### config.mk
export PLATFORM = sky130hd
export DESIGN_NAME = mem_wb_stage
export DESIGN_NICKNAME = d
export VERILOG_FILES = /design/src/rtl/mem_wb_stage.sv
export SDC_FILE = /design/constraint.sdc
export NUM_CORES = 1
export LEC_CHECK = 0
export BUFFER_PORTS_ARGS = -buffer_cell sky130_fd_sc_hd__buf_2
export CAP_MARGIN = 20
export CORE_UTILIZATION = 51
export CTS_CLUSTER_SIZE = 14
export DETAILED_ROUTE_END_ITERATION = 6
export PLACE_DENSITY = 0.9
export SKIP_LAST_GASP = 1
export SYNTH_ARGS = -nofsm -noshare
export SYNTH_HDL_FRONTEND = slang
export SYNTH_SLANG_ARGS = --single-unit
### constraint.sdc
create_clock -name clk -period 2.1 [get_ports clk]
set_input_delay 0.105 -clock clk [delete_from_list [all_inputs] [get_ports clk]]
set_output_delay 0.105 -clock clk [all_outputs]
set_load 0.02 [all_outputs]
### src/rtl/mem_wb_stage.sv
// MEM/WB pipeline stage: valid/ready handshake, optional skid entry,
// synchronous flush, load extraction and final write-back selection.
module mem_wb_stage #(
    parameter int XLEN = 32,
    parameter int RA_W = 5,
    parameter int SKID = 1
) (
    input  logic            clk,
    input  logic            rst_n,
    input  logic            flush,
    input  logic            in_valid,
    output logic            in_ready,
    input  logic [XLEN-1:0] in_alu_result,
    input  logic [XLEN-1:0] in_mem_rdata,
    input  logic [XLEN-1:0] in_pc_plus4,
    input  logic [RA_W-1:0] in_rd,
    input  logic            in_reg_write,
    input  logic [1:0]      in_wb_sel,
    input  logic [2:0]      in_funct3,
    output logic            out_valid,
    input  logic            out_ready,
    output logic            out_we,
    output logic [RA_W-1:0] out_rd,
    output logic [XLEN-1:0] out_wb_data,
    output logic            fwd_valid
);

    logic [1:0]      off;
    logic [7:0]      ld_byte;
    logic [15:0]     ld_half;
    logic [XLEN-1:0] ld_data;
    logic [XLEN-1:0] wb_data;
    logic            wb_we;

    logic            main_valid;
    logic            main_we;
    logic [RA_W-1:0] main_rd;
    logic [XLEN-1:0] main_data;
    logic            skid_valid;
    logic            skid_we;
    logic [RA_W-1:0] skid_rd;
    logic [XLEN-1:0] skid_data;

    logic            acc;
    logic            drain;

    assign off = in_alu_result[1:0];

    always_comb begin
        ld_byte = in_mem_rdata[7:0];
        case (off)
            2'd1:    ld_byte = in_mem_rdata[15:8];
            2'd2:    ld_byte = in_mem_rdata[23:16];
            2'd3:    ld_byte = in_mem_rdata[31:24];
            default: ld_byte = in_mem_rdata[7:0];
        endcase
        ld_half = off[1] ? in_mem_rdata[31:16] : in_mem_rdata[15:0];
    end

    always_comb begin
        ld_data = XLEN'($signed(in_mem_rdata[31:0]));
        case (in_funct3)
            3'b000:  ld_data = XLEN'($signed(ld_byte));
            3'b001:  ld_data = XLEN'($signed(ld_half));
            3'b100:  ld_data = XLEN'(ld_byte);
            3'b101:  ld_data = XLEN'(ld_half);
            default: ld_data = XLEN'($signed(in_mem_rdata[31:0]));
        endcase
    end

    always_comb begin
        wb_data = in_alu_result;
        unique case (1'b1)
            (in_wb_sel == 2'b01): wb_data = ld_data;
            (in_wb_sel == 2'b10): wb_data = in_pc_plus4;
            default:              wb_data = in_alu_result;
        endcase
    end

    // x0 keeps its rd/data but never asserts a write
    assign wb_we = in_reg_write & (in_rd != '0);

    assign in_ready = (SKID != 0) ? ~skid_valid
                                  : (out_ready | ~main_valid);
    assign acc   = in_valid & in_ready;
    assign drain = main_valid & out_ready;

    always_ff @(posedge clk or negedge rst_n) begin
        if (!rst_n) begin
            main_valid <= 1'b0;
            main_we    <= 1'b0;
            main_rd    <= '0;
            main_data  <= '0;
            skid_valid <= 1'b0;
            skid_we    <= 1'b0;
            skid_rd    <= '0;
            skid_data  <= '0;
        end else if (flush) begin
            main_valid <= 1'b0;
            skid_valid <= 1'b0;
        end else if (!main_valid || drain) begin
            if (skid_valid) begin
                main_valid <= 1'b1;
                main_we    <= skid_we;
                main_rd    <= skid_rd;
                main_data  <= skid_data;
                skid_valid <= 1'b0;
            end else if (acc) begin
                main_valid <= 1'b1;
                main_we    <= wb_we;
                main_rd    <= in_rd;
                main_data  <= wb_data;
            end else begin
                main_valid <= 1'b0;
            end
        end else if (acc && SKID != 0) begin
            skid_valid <= 1'b1;
            skid_we    <= wb_we;
            skid_rd    <= in_rd;
            skid_data  <= wb_data;
        end
    end

    assign out_valid   = main_valid;
    assign out_we      = main_valid & main_we;
    assign out_rd      = main_rd;
    assign out_wb_data = main_data;
    assign fwd_valid   = out_we;

endmodule

Word-level counts from Yosys, hierarchy flattened. Index checks and enable logic that the tools add are counted.

Reduce and logical (&&, ||, !) cells: 9. Multiplexer cells: 17. Bitwise operators: 7. Equal/unequal tests: 8.

Operator list (count): one-hot mux 32 bit (4 select lines) (1); two-way mux 32 bit (2); one-hot mux 32 bit (2 select lines) (1); one-hot mux 8 bit (3 select lines) (1); two-way mux 16 bit (1); two-way mux 5 bit (2); two-way mux 1 bit (9); == test 2 bit (second input constant) (3); == test 3 bit (second input constant) (2); AND reduction 3 bit (2); nonzero test 5 bit (1); AND 1 bit (4); == test 2 x 1 -> 1 bit (second input constant) (2); nonzero test 2 bit (2); == test 3 x 1 -> 1 bit (second input constant) (1); zero test 3 bit (1); inverter 1 bit (3); nonzero test 3 bit (1); zero test 1 bit (1); logical OR 1 bit (1).

Input bits: 112. Bits in registers: 78. Output and inout port bits: 41. Word-level logic and storage cells: 49.

Depth between registers and ports, before layout. Gate-level depths: netlist (run 1).

Word-level depth: 6. Depth in mapped cells: 9. Mapped depth without buffers: 7.

Worst setup path after synthesis (run 1). Ideal clock, no wire load.

Kind: flip-flop to flip-flop. From: register main_valid, in the netlist out_valid. To: register skid_data[19]. Stages on the path, launching flop included: 6. Data arrival time: 1.601 ns. Period minus slack after synthesis: 1.726 ns. Buffers on the path: 1. Required time: 1.975 ns. Setup slack: 0.374 ns. Library setup time: 0.125 ns. Cell sequence: dfrtp_1 > nand2b_1 > nor3_1 > nand2_1 > clkbuf_1 > mux2_2.

Longest elaborated chain between the ends: 4. Elaborated cells on any way between the ends: 5. Classes of those cells: bitwise (2); reduce/logical (3).

RTL lines: start, declared (line 35) `logic main_valid;`; start signal, assigned (line 90) `main_valid <= 1'b0;`; start signal, assigned (line 99) `main_valid <= 1'b0;`; start signal, assigned (line 103) `main_valid <= 1'b1;`; AND 1 bit or zero test 1 bit (tied branches) (line 86, 101); logical OR 1 bit * (line 101) `end else if (!main_valid || drain) begin`; inverter 1 bit (no line) *; AND reduction 3 bit (no line) *; end signal, assigned (line 120) `skid_data <= wb_data;`; end, declared (line 42) `logic [XLEN-1:0] skid_data;`.

Mark *: on every way between the ends. The rest lies on a longest branch, timed or not. A chain may end at the register's enable or synchronous reset.

Worst setup path after layout (run 1).
From: register skid_valid. To: register skid_rd[1].

Longest elaborated chain between the ends: 3.

RTL lines: start, declared (line 39) `logic skid_valid;`; start signal, assigned (line 94) `skid_valid <= 1'b0;`; start signal, assigned (line 100) `skid_valid <= 1'b0;`; start signal, assigned (line 107) `skid_valid <= 1'b0;`; inverter 1 bit (line 83) `assign in_ready = (SKID != 0) ? ~skid_valid`; AND 1 bit (line 85) `assign acc = in_valid & in_ready;`; AND reduction 3 bit (no line); end signal, assigned (line 119) `skid_rd <= in_rd;`; end, declared (line 41) `logic [RA_W-1:0] skid_rd;`.

Every way passes these cells.

==> summary.md, run 1 <==
| Metric | Value |
|---|---|
| CP Data Arrival Time | 2100 ps |
| Pins over their slew limit | 0 |
| Total routed wirelength | between 10,000 and 15,000 um |
| CP peak stage delay | 470 ps |
| Worst r2r dst | skid_rd[1]$_DFFE_PN0P_ |
| Max FO, Critical Path | between 50 and 60 |
| Worst Path Class, Setup | register to register |
| Synth area leaders | dfrtp_1 (43%), o21ai_0 (8.0%), mux2_2 (5.5%) |
| Routed len/inst | between 15 and 20 um |
| GPL Wtd Cong | ~0.90 |
| Synth top area share | a little over two fifths |
| Cells after Synth | 490 |
| Most instantiated cells after synthesis | dfrtp_1 (78), o21ai_0 (73), a21oi_1 (44), clkbuf_1 (36), nor2_1 (35) |
| Clock share of power | ~30% |
| Hold endpoint | skid_data[13]$_DFFE_PN0P_ |
| H-Tree Depth | 3 |
| Leak | approximately 2.7 nW |
| Fillers | roughly 700 |
| Minimum clock period after layout | 1854 ps |
| Clk_lat worst skew | about 360 ps |
| Clk sinks | slightly below 80 |
| Area grow syn2layout | 27.18% |
| NetSw | about 0.0016 W |
| Final setup vio count | 0 |
| Global-route wire length before repair | 22,800 um |
| PortBufs | between 150 and 200 |
| Worst R2R Setup Slack | between 200 and 250 ps |
| Die width | ~96 um |
| Die H | 96.38 um |
| Worst Path Required | approximately 2400 ps |
| Crit path max-delay family | buffers and inverters |
| Library cells used by synthesis | 39 |
| Row cnt | 34 |
| Pin count of the biggest net entering global routing | 56 |
| Root buffer cell | clkbuf_8 |
| First-pass detailed-route iteration total | 6 |
| Total global routing overflow | 0 |
| Crit path buf inv count | 2 |
| Max Buffers Root-to-Sink | 2 |
| Sequential power share | ~42% |
| Critical Path Source Type | register |
| Synth Flop Type | dfrtp_1 |
| Num CTS Buffers | 9 |
| Worst Hold Class | primary input to register |
| Peak Freq | ~0.54 GHz |
| Crit path cell chain | buf_4, nor3_1, nand2_2, buf_4, mux2_2 |
| Hold path startpoint | in_alu_result[13] |
| Crit path from | skid_valid$_DFFE_PN0P_ |
| Residual DRC | 0 |
| TritonCTS clock tree | yes |
| Core region area | ~0.0087 mm2 |
| Detailed router's first-iteration violation count | 483 |
| Setup TNS Final | 0 ps |
| Reg2reg start | skid_valid$_DFFE_PN0P_ |
| Post-route clock period utilization | 88.30% |
| Asr flop ratio synth | 100.0% |
| Peak VDD IR | approximately 0.00043 V |
| Yosys warns | 0 |
| Tot GR Track Use | between 30 and 40% |
| Syn avg cell area | about 9 um2 |
| Most frequent cell after synthesis | dfrtp_1 |
| Relative slew slack | 50.53% |
| Post-DP HPWL | about 10,000 um |
| Die ar. | ~0.0093 mm2 |
| Mapped Nets | about 600 |
| CP endpoint kind | register |
| Vias | between 4,000 and 5,000 |
| Most frequent CP cell | buf_4 |
| CP max-delay cell | buf_4 |
| Worst Setup Slack, final | 245.8 ps |
| IO Count | ~150 |
| Final ANT Viol Nets | 0 |
| Clock Skew | around 7.6 ps |
| Internal Dissipation | 0.003258 W |
| Initial Util | 52.35% |
| Hold Path Stages | 3 |
| Switch share | 32.74% |
| Hold_ws | 61.74 ps |
| Worst-Margin Slew | between 700 and 800 ps |
| Status | finished clean |
| Area of the multi-input gates | approximately 0.0024 mm2 |
| Vias in the first global route | 4,813 |
| Via/cell ratio | around 6.5 |
| Place WS | between 200 and 250 ps |
| RSZ-0062 raised after global routing | false |
| P per Cell Area | around 840 mW/mm2 |
| EDFF count, synth | 0 |
| Reg clk slew, reported paths | around 90 ps |
| Yosys top cell by area | dfrtp_1 |
| Initial antenna violation count | 2 |
| Reg area | 0.001952 mm2 |
| Total of max-cap violations | 0 |
| Synthesis-stage register bit count | 78 |
| Mapped cell area | roughly 0.0045 mm2 |
| Combinational share of power | around 28% |
| Fin nets | approximately 750 |
| Worst reg-to-reg path cell count | 5 |
| Share of post-route cells with drive strength above 1 | roughly a third |
| Register area share after synthesis | between 40 and 50% |
| Setup bufs post-CTS | 0 |
| Final hold violations | 0 |
==> per-stage QoR <==
step	std cells	total power [W]	instance area, um2	utilization [%]
2_1_floorplan	490	0.002856	4543	-
3_3_place_gp	727	0.003311	5440	62.69
3_5_place_dp	727	0.003395	5440	62.69
4_1_cts	749	0.004827	5754	66.31
5_1_grt	752	0.005076	5778	66.58
6_report	752	0.004844	5778	66.58
==> area by class of cell <==
cell class                      count  area share, %
Multi-Input combinational cell    355          40.88
Sequential cell                    78          33.78
Timing Repair Buffer              180          17.65
Clock buffer                       10          2.382
Tap cell                          108          2.339
Clock inverter                      6          2.014
Inverter                           14         0.9095
Antenna cell                        1        0.04331
==> timing repair <==
action / CTS / global route
hold buffers: 6 / 1
gates resized for setup: 0 / 0
hold endpoints to repair: 42 / 1
==> logic make-up (layout without fill, tap and decap cells) <==
family	count (synthesis)	in the layout	share of synthesized area, %
multiplexers	37	37	8.868
other	0	1	0
flip-flops	78	78	42.96
AO/OA/AOI/OAI	220	220	32.86
adder cells (fa/ha/maj)	2	2	0.5507
buffers and inverters	57	210	5.095
AND/OR/NAND/NOR	96	96	9.667
==> state kept, by name (all words and copies together), names as in the netlist <==
signal and count:
out_wb_data 32, skid_data 32, out_rd 5, skid_rd 5, main_we 1, out_valid 1
skid_valid 1, skid_we 1
==> worst max path at each step <==
stage	end	cells after the start	slack (ps)
after detailed placement	skid_data[14]$_DFFE_PN0P_	6	220
after CTS	out_wb_data[24]$_DFFE_PN0P_	4	210
after floorplan	skid_data[19]$_DFFE_PN0P_	5	370
after global placement	out_wb_data[31]$_DFFE_PN0P_	3	290
after global routing	skid_rd[1]$_DFFE_PN0P_	5	130
final	skid_rd[1]$_DFFE_PN0P_	5	250
==> layout by cell type, fill, tap and decap left out, drive strengths merged, types with 2 or more instances in the layout <==
| cell type | instances |
|---|---|
| o21ai | 73 |
| a21oi | 45 |
| dfrtp | 78 |
| o211ai | 7 |
| and2 | 3 |
| and3 | 16 |
| dlygate4sd3 | 7 |
| nor2 | 35 |
| a221o | 24 |
| a221oi | 22 |
| clkinv | 3 |
| o32ai | 7 |
| nor3 | 3 |
| nand2 | 31 |
| ha | 2 |
| o2bb2ai | 16 |
| inv | 14 |
| mux2i | 14 |
| clkbuf | 10 |
| nand2b | 4 |
| bufinv | 3 |
| o31ai | 7 |
| buf | 173 |
| mux2 | 23 |
| o21a | 14 |
==> power by group through the flow <==
stage	clock (W)	combinational (W)	sequential (W)
after floorplan	0	0.000661	0.00220
after global placement	0	0.00128	0.00203
after detailed placement	0	0.00134	0.00206
after CTS	0.00144	0.00135	0.00203
after global routing	0.00152	0.00148	0.00208
final	0.00143	0.00137	0.00204
==> per-layer routing <==
metal / up-vias / GRT usage [%] / wire (um)
met3: 66 / 11.35 / 1524
met2: 307 / 54.85 / 7239
li1: 2155 / - / -
met4: 2 / 18.63 / 660
met5: - / 0 / 14
met1: 2372 / 37.22 / 5428
==> worst register-to-register path: cells and delay by family (launching register included) <==
family	cells	cell delay (ps)
muxes	1	440
and+or+nand+nor	2	180
DFF	1	360
buffers and inverters	2	750
No activity file was read; power rests on OpenSTA's default activity.
==> inputs of run 2 (changes only) <==
clock period = 2.03 ns   (was 2.1 ns; I/O delays follow)
==> run 2 against run 1 <==
Compared with the run above: cell count shrank 0.27%; critical path depth increased by 2; first-iteration DRC count increased by 1.4%; sequential power up 4%; clock power is 9.8% lower; the run now ends with design-rule violations left; combinational power is 3% higher; routed wire length is 1.9% lower.
==> summary.md, run 2 (synthesized netlist as in run 1, its figures left out) <==
| Metric | Value |
|---|---|
| Detailed router's first-iteration violation count | 490 (+1.4%) |
| Critical Path Source Type | primary input |
| Clk sinks | 78 (unchanged) |
| Initial Util | 52.35% (unchanged) |
| Area grow syn2layout | 25.81% |
| Vias | 4,787 (-2.3%) |
| Worst R2R Setup Slack | 400 ps (+150 ps) |
| Crit path buf inv count | 3 (+1) |
| Area of the multi-input gates | 0.002362 mm2 (unchanged) |
| Crit path cell chain | dlygate4sd3_1, buf_2, nor2_1, nand2_1, nor2_1, buf_6, a221o_1 |
| Peak Freq | 0.6109 GHz |
| Num CTS Buffers | 9 (unchanged) |
| Total of max-cap violations | 0 (unchanged) |
| Worst Setup Slack, final | 393.1 ps (+147.3 ps) |
| Initial antenna violation count | 0 (-2) |
| Final setup vio count | 0 (unchanged) |
| Global-route wire length before repair | 22,220 um (-2.6%) |
| P per Cell Area | 841.8 mW/mm2 (+0.41%) |
| H-Tree Depth | 3 (unchanged) |
| Clock Skew | 7.697 ps (+0.08609 ps) |
| Routed len/inst | 19.45 um (-1.6%) |
| Post-DP HPWL | 10,670 um (+2.2%) |
| Worst Path Required | 2320 ps (-30 ps) |
| Via/cell ratio | 6.383 (-2.1%) |
| Die ar. | 0.009289 mm2 (unchanged) |
| Relative slew slack | 54.40% (+3.9 points) |
| Worst Path Class, Setup | primary input to register |
| CP Data Arrival Time | 1920 ps (-180 ps) |
| Row cnt | 34 (unchanged) |
| Max FO, Critical Path | 9 (-84%) |
| Worst Hold Class | primary input to register |
| Pins over their slew limit | 0 (unchanged) |
| Fin nets | 751 (-0.13%) |
| Peak VDD IR | 0.0004828 V (+13%) |
| Max Buffers Root-to-Sink | 2 (unchanged) |
| Pin count of the biggest net entering global routing | 44 (-21%) |
| Die H | 96.38 um (unchanged) |
| RSZ-0062 raised after global routing | false |
| TritonCTS clock tree | yes |
| Reg clk slew, reported paths | 80 ps (about the same) |
| ANT cells | 0 (-1) |
| Reg area | 0.001952 mm2 (unchanged) |
| PortBufs | 152 (unchanged) |
| Core region area | 0.008678 mm2 (unchanged) |
| Residual DRC | 2 (+2) |
| Minimum clock period after layout | ~1600 ps |
| Commonest non-fill, non-tap cell in the layout | buf_2 |
| Setup TNS Final | 0 ps (unchanged) |
| Share of post-route cells with drive strength above 1 | 34.42% (+0.52 points) |
| Fillers | 722 (+4.9%) |
| Final ANT Viol Nets | 0 (unchanged) |
| Root buffer cell | clkbuf_8 |
| Commonest non-fill, non-tap cells in the layout | buf_2 (151), dfrtp_1 (78), o21ai_0 (73), a21oi_1 (44), nor2_1 (35) |
| Die width | 96.38 um (unchanged) |
| Most frequent CP cell | nor2_1 |
| Leak | 2.706 nW (-0.85%) |
| GPL Wtd Cong | 0.8625 (-4.0%) |
| Total routed wirelength | 14,590 um (-1.9%) |
| Crit path max-delay family | buffers and inverters |
| IO Count | 153 (unchanged) |
| Final hold violations | 0 (unchanged) |
| Post-route clock period utilization | approximately four fifths |
| First-pass detailed-route iteration total | 7 (+1) |
| Vias in the first global route | 4,625 (-3.9%) |
| Core Util, Final | 65.86% (-0.72 points) |
| CP endpoint kind | register |
| Violated checks | design-rule violations |
| CP max-delay cell | dlygate4sd3_1 |
| Total global routing overflow | 0 (unchanged) |
| Status | finished with violations |
| Worst-Margin Slew | 681.5 ps (-59.78 ps) |
| Tot GR Track Use | 32.15% (-0.91 points) |
| Clk_lat worst skew | 350 ps (about the same) |
| CP peak stage delay | 530 ps (+60 ps) |
| Place WS | 163.0 ps (-52.76 ps) |
| Post-CTS Resized | 0 (unchanged) |
[run 2: cell types whose count changed in the layout (fill, tap and decap cells not counted), sizes merged]
cell and change:
bufinv -1, diode -1, clkinv +2, clkinvlp +1, inv -2, buf +4, dlygate4sd3 -5
[run 2: where the power goes]
group | internal, W | switching (W) | leakage [nW]
sequential | 0.00191 | 0.000203 | 0.961
clock | 0.000691 | 0.000595 | 0.106
combinational | 0.000593 | 0.000815 | 1.64
[run 2: cell type report]
class / count / area share, %
Multi-Input combinational cell: 355 / 41.33
Timing Repair Buffer: 179 / 17.49
Clock buffer: 10 / 2.233
Clock inverter: 6 / 1.511
Inverter: 14 / 0.9194
Sequential cell: 78 / 34.15
Tap cell: 108 / 2.364
[run 2: through the flow]
step                      cells  hold WS [ps]  area [um2]  total power, W
after CTS                   749         11.18        5704        0.004796
after floorplan             490        -194.1        4543        0.002955
after global routing        750         17.94        5715        0.005048
after global placement      731         98.83        5470        0.003434
final                       750         25.42        5715        0.004812
after detailed placement    731         104.1        5470        0.003524
[run 2: path summary, 6_finish.rpt]
path                                        startpoint                           to  depth (start not counted)
min in group asynchronous                        rst_n       skid_rd[4]$_DFFE_PN0P_                          2
worst min register to register   out_rd[0]$_DFFE_PN0P_        out_rd[0]$_DFFE_PN0P_                          2
worst max register to register  skid_valid$_DFFE_PN0P_       skid_rd[1]$_DFFE_PN0P_                          5
max in group asynchronous                        rst_n   out_wb_data[0]$_DFFE_PN0P_                          3
worst max-delay path                             flush  out_wb_data[22]$_DFFE_PN0P_                          7
worst min-delay path                          in_rd[0]       skid_rd[0]$_DFFE_PN0P_                          2
[run 2: what timing repair did]
item,CTS,global route
hold buffers,2,0
endpoints found under the hold margin,38,0
buffers inserted,0,0
[run 2: per-layer routing]
layer / GRT usage [%] / share of wire, %
met5: 0 / 0
met4: 17.16 / 4.3
met3: 7.512 / 11
met2: 53.49 / 48
met1: 38.76 / 37
